**src/rtl/nz_pkg.sv**
```systemverilog
// rtl/nz_pkg.sv - shared widths, state encoding and beat record for nz_pair_sequencer
`ifndef PREFIX_SUM_SIZE
`define PREFIX_SUM_SIZE 8
`endif

package nz_pkg;

  localparam int NZ_SIZE = `PREFIX_SUM_SIZE;
  localparam int NZ_W    = $clog2(NZ_SIZE);

  typedef enum logic {
    ST_IDLE = 1'b0,
    ST_RUN  = 1'b1
  } nz_state_e;

  typedef struct packed {
    logic [NZ_W:0] pos;
    logic [NZ_W:0] idx_a;
    logic [NZ_W:0] idx_b;
    logic          last;
  } nz_beat_t;

endpackage

```
**src/rtl/lsb_priority_encoder.sv**
```systemverilog
// rtl/lsb_priority_encoder.sv - lowest-set-bit finder over a 1-based [SIZE:1] vector
module lsb_priority_encoder #(
  parameter int SIZE = 8,
  parameter int W    = $clog2(SIZE)
) (
  input  logic [SIZE:1] vec_i,
  output logic [W:0]    pos_o,
  output logic [SIZE:1] onehot_o,
  output logic          found_o
);

  // Scan from the top so the lowest set bit is the last writer.
  always_comb begin
    pos_o    = '0;
    onehot_o = '0;
    found_o  = 1'b0;
    for (int i = SIZE; i >= 1; i--) begin
      if (vec_i[i]) begin
        pos_o       = i[W:0];
        onehot_o    = '0;
        onehot_o[i] = 1'b1;
        found_o     = 1'b1;
      end
    end
  end

endmodule

```
**src/rtl/nz_pair_sequencer.sv**
```systemverilog
// rtl/nz_pair_sequencer.sv - walks common nonzero positions of two masks; NZ_PAIR_EMPTY_FLAG_EN adds out_empty_o
module nz_pair_sequencer
  import nz_pkg::*;
#(
  parameter int SIZE = NZ_SIZE,
  parameter int W    = NZ_W
) (
  input  logic                clk_i,
  input  logic                rst_ni,
  input  logic                in_valid_i,
  output logic                in_ready_o,
  input  logic [SIZE:1]       mask_a_i,
  input  logic [SIZE:1]       mask_b_i,
  input  logic [SIZE:1][W:0]  psum_a_i,
  input  logic [SIZE:1][W:0]  psum_b_i,
  output logic                out_valid_o,
  input  logic                out_ready_i,
  output logic [W:0]          out_pos_o,
  output logic [W:0]          out_idx_a_o,
  output logic [W:0]          out_idx_b_o,
  output logic                out_last_o
`ifdef NZ_PAIR_EMPTY_FLAG_EN
  ,
  output logic                out_empty_o
`endif
);

  localparam logic [W:0]    IDX_ONE   = 1;
  localparam logic [SIZE:1] MATCH_ONE = 1;

  nz_state_e          r_state;
  logic [SIZE:1]      r_match;
  logic [SIZE:1][W:0] r_psum_a;
  logic [SIZE:1][W:0] r_psum_b;
`ifdef NZ_PAIR_EMPTY_FLAG_EN
  logic               r_empty;
`endif

  logic [W:0]    w_pos;
  logic [SIZE:1] w_onehot;
  logic          w_found;
  logic [W:0]    w_sel_a;
  logic [W:0]    w_sel_b;
  logic          w_run;
  logic          w_single;
  logic          w_accept;
  logic          w_handshake;
  logic [SIZE:1] w_in_match;
  nz_beat_t      w_beat;

  lsb_priority_encoder #(
    .SIZE (SIZE),
    .W    (W)
  ) u_enc (
    .vec_i    (r_match),
    .pos_o    (w_pos),
    .onehot_o (w_onehot),
    .found_o  (w_found)
  );

  // One-hot mux of the registered prefix sums at the selected position.
  always_comb begin
    w_sel_a = '0;
    w_sel_b = '0;
    for (int i = 1; i <= SIZE; i++) begin
      if (w_onehot[i]) begin
        w_sel_a = w_sel_a | r_psum_a[i];
        w_sel_b = w_sel_b | r_psum_b[i];
      end
    end
  end

  assign w_run      = (r_state == ST_RUN);
  assign w_single   = w_found && ((r_match & (r_match - MATCH_ONE)) == '0);
  assign w_in_match = mask_a_i & mask_b_i;

  always_comb begin
    w_beat.pos   = (w_run && w_found) ? w_pos             : '0;
    w_beat.idx_a = (w_run && w_found) ? w_sel_a - IDX_ONE : '0;
    w_beat.idx_b = (w_run && w_found) ? w_sel_b - IDX_ONE : '0;
`ifdef NZ_PAIR_EMPTY_FLAG_EN
    w_beat.last  = w_run && (r_empty || w_single);
`else
    w_beat.last  = w_run && w_single;
`endif
  end

  assign out_valid_o = w_run;
  assign out_pos_o   = w_beat.pos;
  assign out_idx_a_o = w_beat.idx_a;
  assign out_idx_b_o = w_beat.idx_b;
  assign out_last_o  = w_beat.last;
`ifdef NZ_PAIR_EMPTY_FLAG_EN
  assign out_empty_o = w_run && r_empty;
`endif

  // Accepting on the final beat keeps the pipe full with no idle bubble.
  assign in_ready_o  = !w_run || (w_beat.last && out_ready_i);
  assign w_accept    = in_valid_i && in_ready_o;
  assign w_handshake = out_valid_o && out_ready_i;

  always_ff @(posedge clk_i or negedge rst_ni) begin
    if (!rst_ni) begin
      r_state  <= ST_IDLE;
      r_match  <= '0;
      r_psum_a <= '0;
      r_psum_b <= '0;
`ifdef NZ_PAIR_EMPTY_FLAG_EN
      r_empty  <= 1'b0;
`endif
    end else if (w_accept) begin
      r_match  <= w_in_match;
      r_psum_a <= psum_a_i;
      r_psum_b <= psum_b_i;
`ifdef NZ_PAIR_EMPTY_FLAG_EN
      r_state  <= ST_RUN;
      r_empty  <= (w_in_match == '0);
`else
      r_state  <= (w_in_match != '0) ? ST_RUN : ST_IDLE;
`endif
    end else if (w_handshake) begin
      r_match <= r_match & ~w_onehot;
      if (w_beat.last) begin
        r_state <= ST_IDLE;
`ifdef NZ_PAIR_EMPTY_FLAG_EN
        r_empty <= 1'b0;
`endif
      end
    end
  end

endmodule

```
**config.mk**
```make
export PLATFORM = sky130hd
export DESIGN_NAME = nz_pair_sequencer
export DESIGN_NICKNAME = d
export VERILOG_FILES = /design/src/rtl/nz_pkg.sv /design/src/rtl/lsb_priority_encoder.sv /design/src/rtl/nz_pair_sequencer.sv
export SDC_FILE = /design/constraint.sdc
export NUM_CORES = 1
export LEC_CHECK = 0
export BUFFER_PORTS_ARGS = -buffer_cell sky130_fd_sc_hd__buf_2
export CELL_PAD_IN_SITES_DETAIL_PLACEMENT = 1
export CELL_PAD_IN_SITES_GLOBAL_PLACEMENT = 2
export CORE_MARGIN = 4
export CORE_UTILIZATION = 33
export CTS_CLUSTER_DIAMETER = 150
export DETAILED_ROUTE_END_ITERATION = 7
export GPL_ROUTABILITY_DRIVEN = 0
export PLACE_DENSITY = 0.84
export SLEW_MARGIN = 20
export SYNTH_ARGS = -nofsm -noshare
export SYNTH_HDL_FRONTEND = slang
export SYNTH_SLANG_ARGS = --single-unit
```
**constraint.sdc**
```tcl
create_clock -name clk_i -period 5.5 [get_ports clk_i]
set_input_delay 0.275 -clock clk_i [delete_from_list [all_inputs] [get_ports clk_i]]
set_output_delay 0.275 -clock clk_i [all_outputs]
set_load 0.02 [all_outputs]
```
==> PnR_summary.wiki, run 1 <==
{| class="wikitable"
! Metric !! Value
|-
| I/O pins || 99
|-
| Via density per instance || 5.28
|-
| Port Buffers || slightly below 100
|-
| Post-route fraction of the period consumed by the critical path || 65.6%
|-
| Maximum clock path buffer count || 2
|-
| Final setup violation count || 0
|-
| Most frequent cells in the layout || sky130_fd_sc_hd__buf_2, sky130_fd_sc_hd__dfrtp_1, sky130_fd_sc_hd__mux2_4
|-
| Post-route met1 wirelength || between 4000 and 5000 um
|-
| Max-slew headroom at the worst pin || a little under two fifths
|-
| Final Hold Fails || 0
|-
| Final Instance Area || 4760 um2
|-
| Diode count || 0
|-
| Post-synthesis cell count || slightly above 300
|-
| Critical path class || register to output pin
|-
| Total global routing track utilization || approximately 16%
|-
| Die ar. || about 14000 um2
|-
| Core utilization of the finished layout || 41.3%
|-
| Level count of the clock H-tree || 3
|-
| Clock tree skew after final layout || just under 0.008 ns
|-
| Worst endpoint data arrival time || 3.33 ns
|-
| Most frequent standard cell in the layout excluding fill and tap cells || sky130_fd_sc_hd__buf_2
|-
| Critical Path RT || between 5 and 6 ns
|-
| Final Net Count || 486
|-
| Detailed-route wire length || ~11000 um
|-
| Final Critical Period || approximately 3.6 ns
|-
| Die height || ~120 um
|-
| Power per standard cell area || 812 nW/um2
|-
| Post-CTS setup buffer count || 0
|-
| Max-slew violation count || 0
|-
| Summed instance area of the synthesized netlist || 3920 um2
|-
| Number of instances on the worst hold path || 2
|-
| Post-synth ARST share || 100%
|-
| Count of maximum capacitance violations || 0
|-
| HPWL after DPL || between 7000 and 8000 um
|-
| Detail Route Antenna Nets || 0
|-
| Number of antenna violations at the first check in global routing || 0
|-
| Area post-placement || between 4000 and 5000 um2
|-
| Post-cts repair resize count || 0
|-
| Static Leakage || ~2.3 nW
|-
| Run status || finished clean
|-
| Unrepaired setup endpoints after global routing || no
|-
| Critical path launch point type || register
|-
| Detailed router's first-iteration violation count || ~110
|-
| Pin count of the biggest net entering global routing || between 70 and 80
|-
| Maximum operating frequency || approximately 0.28 GHz
|-
| Register-to-register setup slack || between 1.5 and 2 ns
|-
| Slew at the pin with the worst max-slew slack || ~0.93 ns
|-
| Residual overflow from global routing || 0
|-
| Most used DFF post-synth || sky130_fd_sc_hd__dfrtp_1
|-
| Clock tree root buffer cell || sky130_fd_sc_hd__clkbuf_16
|-
| Vias after detailed routing || 2896
|-
| Fraction of final layout cells with drive strength greater than 1 || between 40% and 50%
|-
| Clock tree from TritonCTS || done
|-
| DRC viols || 0
|-
| Count of different cell masters after synthesis || 50
|-
| Fin Setup TNS || 0 ns
|-
| Net Count, Synth || roughly 400
|-
| Num rows || 39
|-
| Detailed route wirelength on metal2 || between 5000 and 6000 um
|-
| Number of warning messages in the yosys log || 0
|-
| Count of hold buffers inserted by post-cts repair || 0
|-
| Routed WL per cell || around 20 um
|-
| Path depth of the worst reg2reg path || 6
|-
| Seq/Total Area, Yosys || a little under half
|-
| Peak supply drop || 0.520 mV
|-
| Initial cell density of the core || 34.1%
|-
| Initial DRT Pass Iterations || 4
|-
| Growth of design area from synthesis to finish || 21.2%
|-
| Launching point of the worst reg2reg path || r_match[1]
|-
| First-pass GRT wire length || 17000 um
|-
| Hold path startpoint || psum_b_i[10]
|-
| Crit path capture type || output pin
|-
| Mean area per synthesized cell || between 10 and 15 um2
|-
| Reg2Reg Capture Point || r_psum_b[10]
|-
| Via count of the first global-routing pass || 3108
|-
| Horizontal die dimension || between 100 and 150 um
|-
| TritonCTS buffer count || 9
|-
| Worst-path fanout max || 25
|-
| End point of the most critical hold path || r_psum_b[10]
|-
| Number of enable-type register cells in the synthesized netlist || 0
|-
| Number of clock sinks seen by CTS || 73
|-
| Register bit count reported by yosys || 73
|-
| Highest metal layer used by the detailed router || met4
|-
| Met3 wire length || roughly 500 um
|-
| Hold Path Class || input pin to register
|-
| Area of the core || 11500 um2
|-
| Clk pin slew, worst setup/hold paths || around 0.060 ns
|-
| Clk Latency, worst-skew pair || between 0.3 and 0.4 ns
|}
logic make-up after synthesis:
| group | synth area share, % |
|---|---|
| multiplexers | 24.4 |
| adder cells (fa/ha/maj) | 0.638 |
| AND/OR/NAND/NOR | 9.41 |
| flip-flops | 46.6 |
| XOR/XNOR | 0.447 |
| buffers and inverters | 5.84 |
| AO/OA/AOI/OAI | 12.7 |
power breakdown:
group	internal (mW)	switching (mW)	leakage, nW
Clock	0.378	0.232	0.148
Combinational	1.06	1.10	1.31
Sequential	0.818	0.280	0.869
Total	2.25	1.61	2.33
layout make-up:
class	count	area, um2
clock buffer	11	253
clock inverter	5	62.6
fill	1233	6760
inverter	7	26.3
multi-input combinational	208	1880
sequential	73	1830
tap	143	179
timing repair buffer	101	533
registers in the layout, indices dropped and copies added, names as in the netlist:
register	cells
out_valid_o	1
r_match	8
r_psum_b	32
r_psum_a	32
worst max-delay path by stage:
stage                    start        endpoint  slack (ns)
floorplan           r_match[7]  out_idx_b_o[0]        3.03
global placement    r_match[1]    r_psum_a[28]        1.75
detailed placement  r_match[1]    r_psum_b[10]        2.01
CTS                 r_match[1]  out_idx_b_o[2]        1.91
global route        r_match[1]  out_idx_b_o[2]        1.68
finish              r_match[1]  out_idx_b_o[2]        1.89
metal layers:
layer  up-vias  GRT usage (%)
met1      1467           21.6
met3        14           3.19
met5         -              0
li1       1336              -
met2        79           26.7
met4         0           5.12
stage by stage:
step | cells | hold WS [ns] | setup WS, ns | power [mW]
after floorplan | 310 | -0.0206 | 3.03 | 2.76
after global placement | 531 | 0.488 | 1.75 | 3.17
after detailed placement | 532 | 0.495 | 2.01 | 3.26
after CTS | 548 | 0.144 | 1.91 | 3.90
after global routing | 548 | 0.152 | 1.68 | 4.12
final | 548 | 0.152 | 1.89 | 3.86
synthesized netlist by cell type (4+ instances only):
master                     number  area share, %
sky130_fd_sc_hd__o21ai_0        7           0.89
sky130_fd_sc_hd__o31ai_1        5           0.96
sky130_fd_sc_hd__nor2b_1        8            1.3
sky130_fd_sc_hd__dfrtp_1       73             47
sky130_fd_sc_hd__buf_2          4           0.51
sky130_fd_sc_hd__o21ai_1        7           0.89
sky130_fd_sc_hd__mux2_4        63             24
sky130_fd_sc_hd__o211ai_1       4           0.77
sky130_fd_sc_hd__nand2_1       21            2.0
sky130_fd_sc_hd__a221oi_1      16            3.6
sky130_fd_sc_hd__and3_1         4           0.64
sky130_fd_sc_hd__buf_12         5            2.6
sky130_fd_sc_hd__inv_1          6           0.57
sky130_fd_sc_hd__nand4_1        4           0.64
sky130_fd_sc_hd__nand3_1        6           0.77
sky130_fd_sc_hd__clkbuf_1       8           0.77
sky130_fd_sc_hd__nor2_1        12            1.1
sky130_fd_sc_hd__o22ai_1        4           0.64
sky130_fd_sc_hd__a21oi_1       10            1.3
critical path, cell delays in order (launching register included):
cell and delay (ns):
sky130_fd_sc_hd__dfrtp_1 0.66, sky130_fd_sc_hd__nor3_2 0.72, sky130_fd_sc_hd__nand2_1 0.25, sky130_fd_sc_hd__o32a_1 0.39, sky130_fd_sc_hd__and3_1 0.23, sky130_fd_sc_hd__ha_1 0.23, sky130_fd_sc_hd__xor2_1 0.16, sky130_fd_sc_hd__nor2_1 0.17
sky130_fd_sc_hd__buf_2 0.20
(Power assumes the default switching activity.)
==> inputs of run 2 (changes only) <==
CORE_UTILIZATION = 32   (was 33)
PLACE_DENSITY = 0.85   (was 0.84)
clock period = 3.1 ns   (was 5.5 ns; I/O delays follow)
==> run 2 against run 1 <==
Against the previous run: first-iteration DRC count up 45%; critical endpoint unchanged; clock skew down 0.0033 ns; critical path type unchanged; sequential share of layout area decreased by 0.77 points; highest routed layer unchanged.
==> PnR_summary.wiki, run 2 (synthesized netlist as in run 1, its figures left out) <==
{| class="wikitable"
! Metric !! Value
|-
| Slowest cell delay on critical path || between 0.5 and 0.6 ns
|-
| Die height || 119 um
|-
| Growth of design area from synthesis to finish || 23.8%
|-
| Run status || finished clean
|-
| Total global routing track utilization || approximately 17%
|-
| Diode count || 0
|-
| Vias after detailed routing || ~2900
|-
| Family with the most delay on the worst path || simple AND/OR/NAND/NOR gates
|-
| Initial DRT Pass Iterations || 4
|-
| Worst endpoint data arrival time || approximately 2.8 ns
|-
| Static Leakage || around 2.4 nW
|-
| Count of maximum capacitance violations || 0
|-
| Chain of cells forming the critical path || buf_4 > nor2b_1 > a221oi_1 > o32a_1 > and3_1 > ha_1 > xor2_1 > nor2_1 > buf_2
|-
| First-pass GRT wire length || between 15000 and 20000 um
|-
| Fin Setup TNS || 0 ns
|-
| Clk Latency, worst-skew pair || 0.33 ns
|-
| Clk pwr share || between 10% and 20%
|-
| Clock tree skew after final layout || approximately 0.0044 ns
|-
| Critical Path RT || 2.94 ns
|-
| Final Critical Period || 2.98 ns
|-
| Fraction of final layout cells with drive strength greater than 1 || between 40 and 50%
|-
| Pin count of the biggest net entering global routing || 47
|-
| Residual overflow from global routing || 0
|-
| Most frequent cells in the layout || sky130_fd_sc_hd__buf_2, sky130_fd_sc_hd__dfrtp_1, sky130_fd_sc_hd__mux2_4
|-
| Clock tree from TritonCTS || done
|-
| Setup slack at placement || about 0.36 ns
|-
| Initial cell density of the core || 32.7%
|-
| Sum of buffers and inverters on the critical path || 2
|-
| Reg power frac || a little over a quarter
|-
| Slew at the pin with the worst max-slew slack || approximately 0.69 ns
|-
| Share of total power in combinational logic || a little under three fifths
|-
| Clk pin slew, worst setup/hold paths || around 0.060 ns
|-
| Final setup violation count || 0
|-
| Max-slew violation count || 0
|-
| Maximum operating frequency || around 0.34 GHz
|-
| Net switching power || 2.92 mW
|-
| Unrepaired setup endpoints after global routing || no
|-
| Clock tree root buffer cell || sky130_fd_sc_hd__clkbuf_16
|-
| Detail Route Antenna Nets || 0
|-
| I/O pins || 99
|-
| Hold Path Class || input pin to register
|-
| Max-slew headroom at the worst pin || a little over half
|-
| Cell with the largest stage delay on the worst path || sky130_fd_sc_hd__nor2b_1
|-
| Routed WL per cell || between 20 and 25 um
|-
| Critical path launch point type || register
|-
| Die ar. || 14100 um2
|-
| Port Buffers || 98
|-
| Via density per instance || 5.22
|-
| Level count of the clock H-tree || 3
|-
| Detailed router's first-iteration violation count || ~160
|-
| Number of clock sinks seen by CTS || 73
|-
| Sw Ratio || between 40% and 50%
|-
| Final Net Count || slightly below 500
|-
| Via count of the first global-routing pass || 3346
|-
| Horizontal die dimension || approximately 120 um
|-
| HPWL after DPL || between 8000 and 9000 um
|-
| TritonCTS buffer count || 9
|-
| Final Hold Fails || 0
|-
| Num rows || 40
|-
| Area of the core || 12000 um2
|-
| Worst-path fanout max || 17
|-
| Maximum clock path buffer count || 2
|-
| Power per standard cell area || between 1000 and 1500 nW/um2
|-
| Critical path class || register to output pin
|-
| Worst Setup Slack, final || ~0.12 ns
|-
| Peak supply drop || between 0.8 and 0.9 mV
|-
| Most frequent standard cell in the layout excluding fill and tap cells || sky130_fd_sc_hd__buf_2
|-
| Detailed-route wire length || ~11000 um
|-
| Post-route fraction of the period consumed by the critical path || between 90% and 100%
|-
| DRC viols || 0
|-
| Number of antenna violations at the first check in global routing || 0
|-
| Crit path capture type || output pin
|-
| Internal power of the cells || 4.13 mW
|-
| Biggest registers after layout || r_psum_a (32), r_psum_b (32), r_match (8)
|}
-- run 2: cell type report --
class / count / area [um2]
fillers: 1320 / 7160
clock buffers: 9 / 225
repair buffers: 110 / 611
flip-flops and latches: 73 / 1830
multi-input cells: 208 / 1890
well taps: 147 / 184
clock inverters: 7 / 93.8
inverters: 7 / 26.3
-- run 2: routing by layer --
layer	wire length, um	up-vias	GRT usage [%]
met2	5760	81	28.5
met4	206	0	4.42
met5	0	-	0
met1	4970	1483	20.4
li1	-	1350	-
met3	431	14	4.40
-- run 2: through the flow --
stage	utilization [%]	power, mW	hold WS, ns	cells	cell area [um2]
after floorplan	-	4.90	-0.141	310	3920
after global placement	37.6	5.75	0.371	544	4510
after detailed placement	37.6	5.87	0.379	544	4510
after global routing	40.4	7.48	0.0279	561	4860
after CTS	40.2	7.07	0.0256	560	4830
final	40.4	7.04	0.0384	561	4860
-- run 2: worst paths after layout --
kind,from,endpoint,slack [ns],depth (start not counted)
hold / removal,psum_b_i[10],r_psum_b[10],0.04,2
min in group asynchronous,rst_ni,r_match[8],0.38,2
max in group asynchronous,rst_ni,r_psum_a[14],2.06,3
setup reg to reg,r_match[2],r_psum_a[14],0.48,7
setup / recovery,r_match[2],out_idx_b_o[2],0.12,9
hold reg to reg,r_psum_a[19],r_psum_a[19],0.51,1
-- run 2: worst register-to-register path: stages (launching register included) --
cell,delay [ns]
sky130_fd_sc_hd__dfrtp_1,0.40
sky130_fd_sc_hd__buf_4,0.21
sky130_fd_sc_hd__or3_1,0.44
sky130_fd_sc_hd__o31ai_2,0.29
sky130_fd_sc_hd__nand4b_1,0.22
sky130_fd_sc_hd__o21a_4,0.29
sky130_fd_sc_hd__buf_12,0.29
sky130_fd_sc_hd__mux2_4,0.37
-- run 2: timing repair --
action                                 in CTS  in global routing
hold buffers                                0                  1
resized for setup                           0                  4
endpoints found under the hold margin       0                 44
setup endpoints to repair                   0                  5
setup buffers                               0                  0
-- run 2: power by group through the flow --
stage / registers [mW] / logic (mW) / clock network [mW]
after CTS: 1.87 / 4.06 / 1.14
after global routing: 1.94 / 4.36 / 1.18
after floorplan: 1.70 / 3.20 / 0
after detailed placement: 1.87 / 4.00 / 0
after global placement: 1.85 / 3.90 / 0
final: 1.88 / 4.05 / 1.11
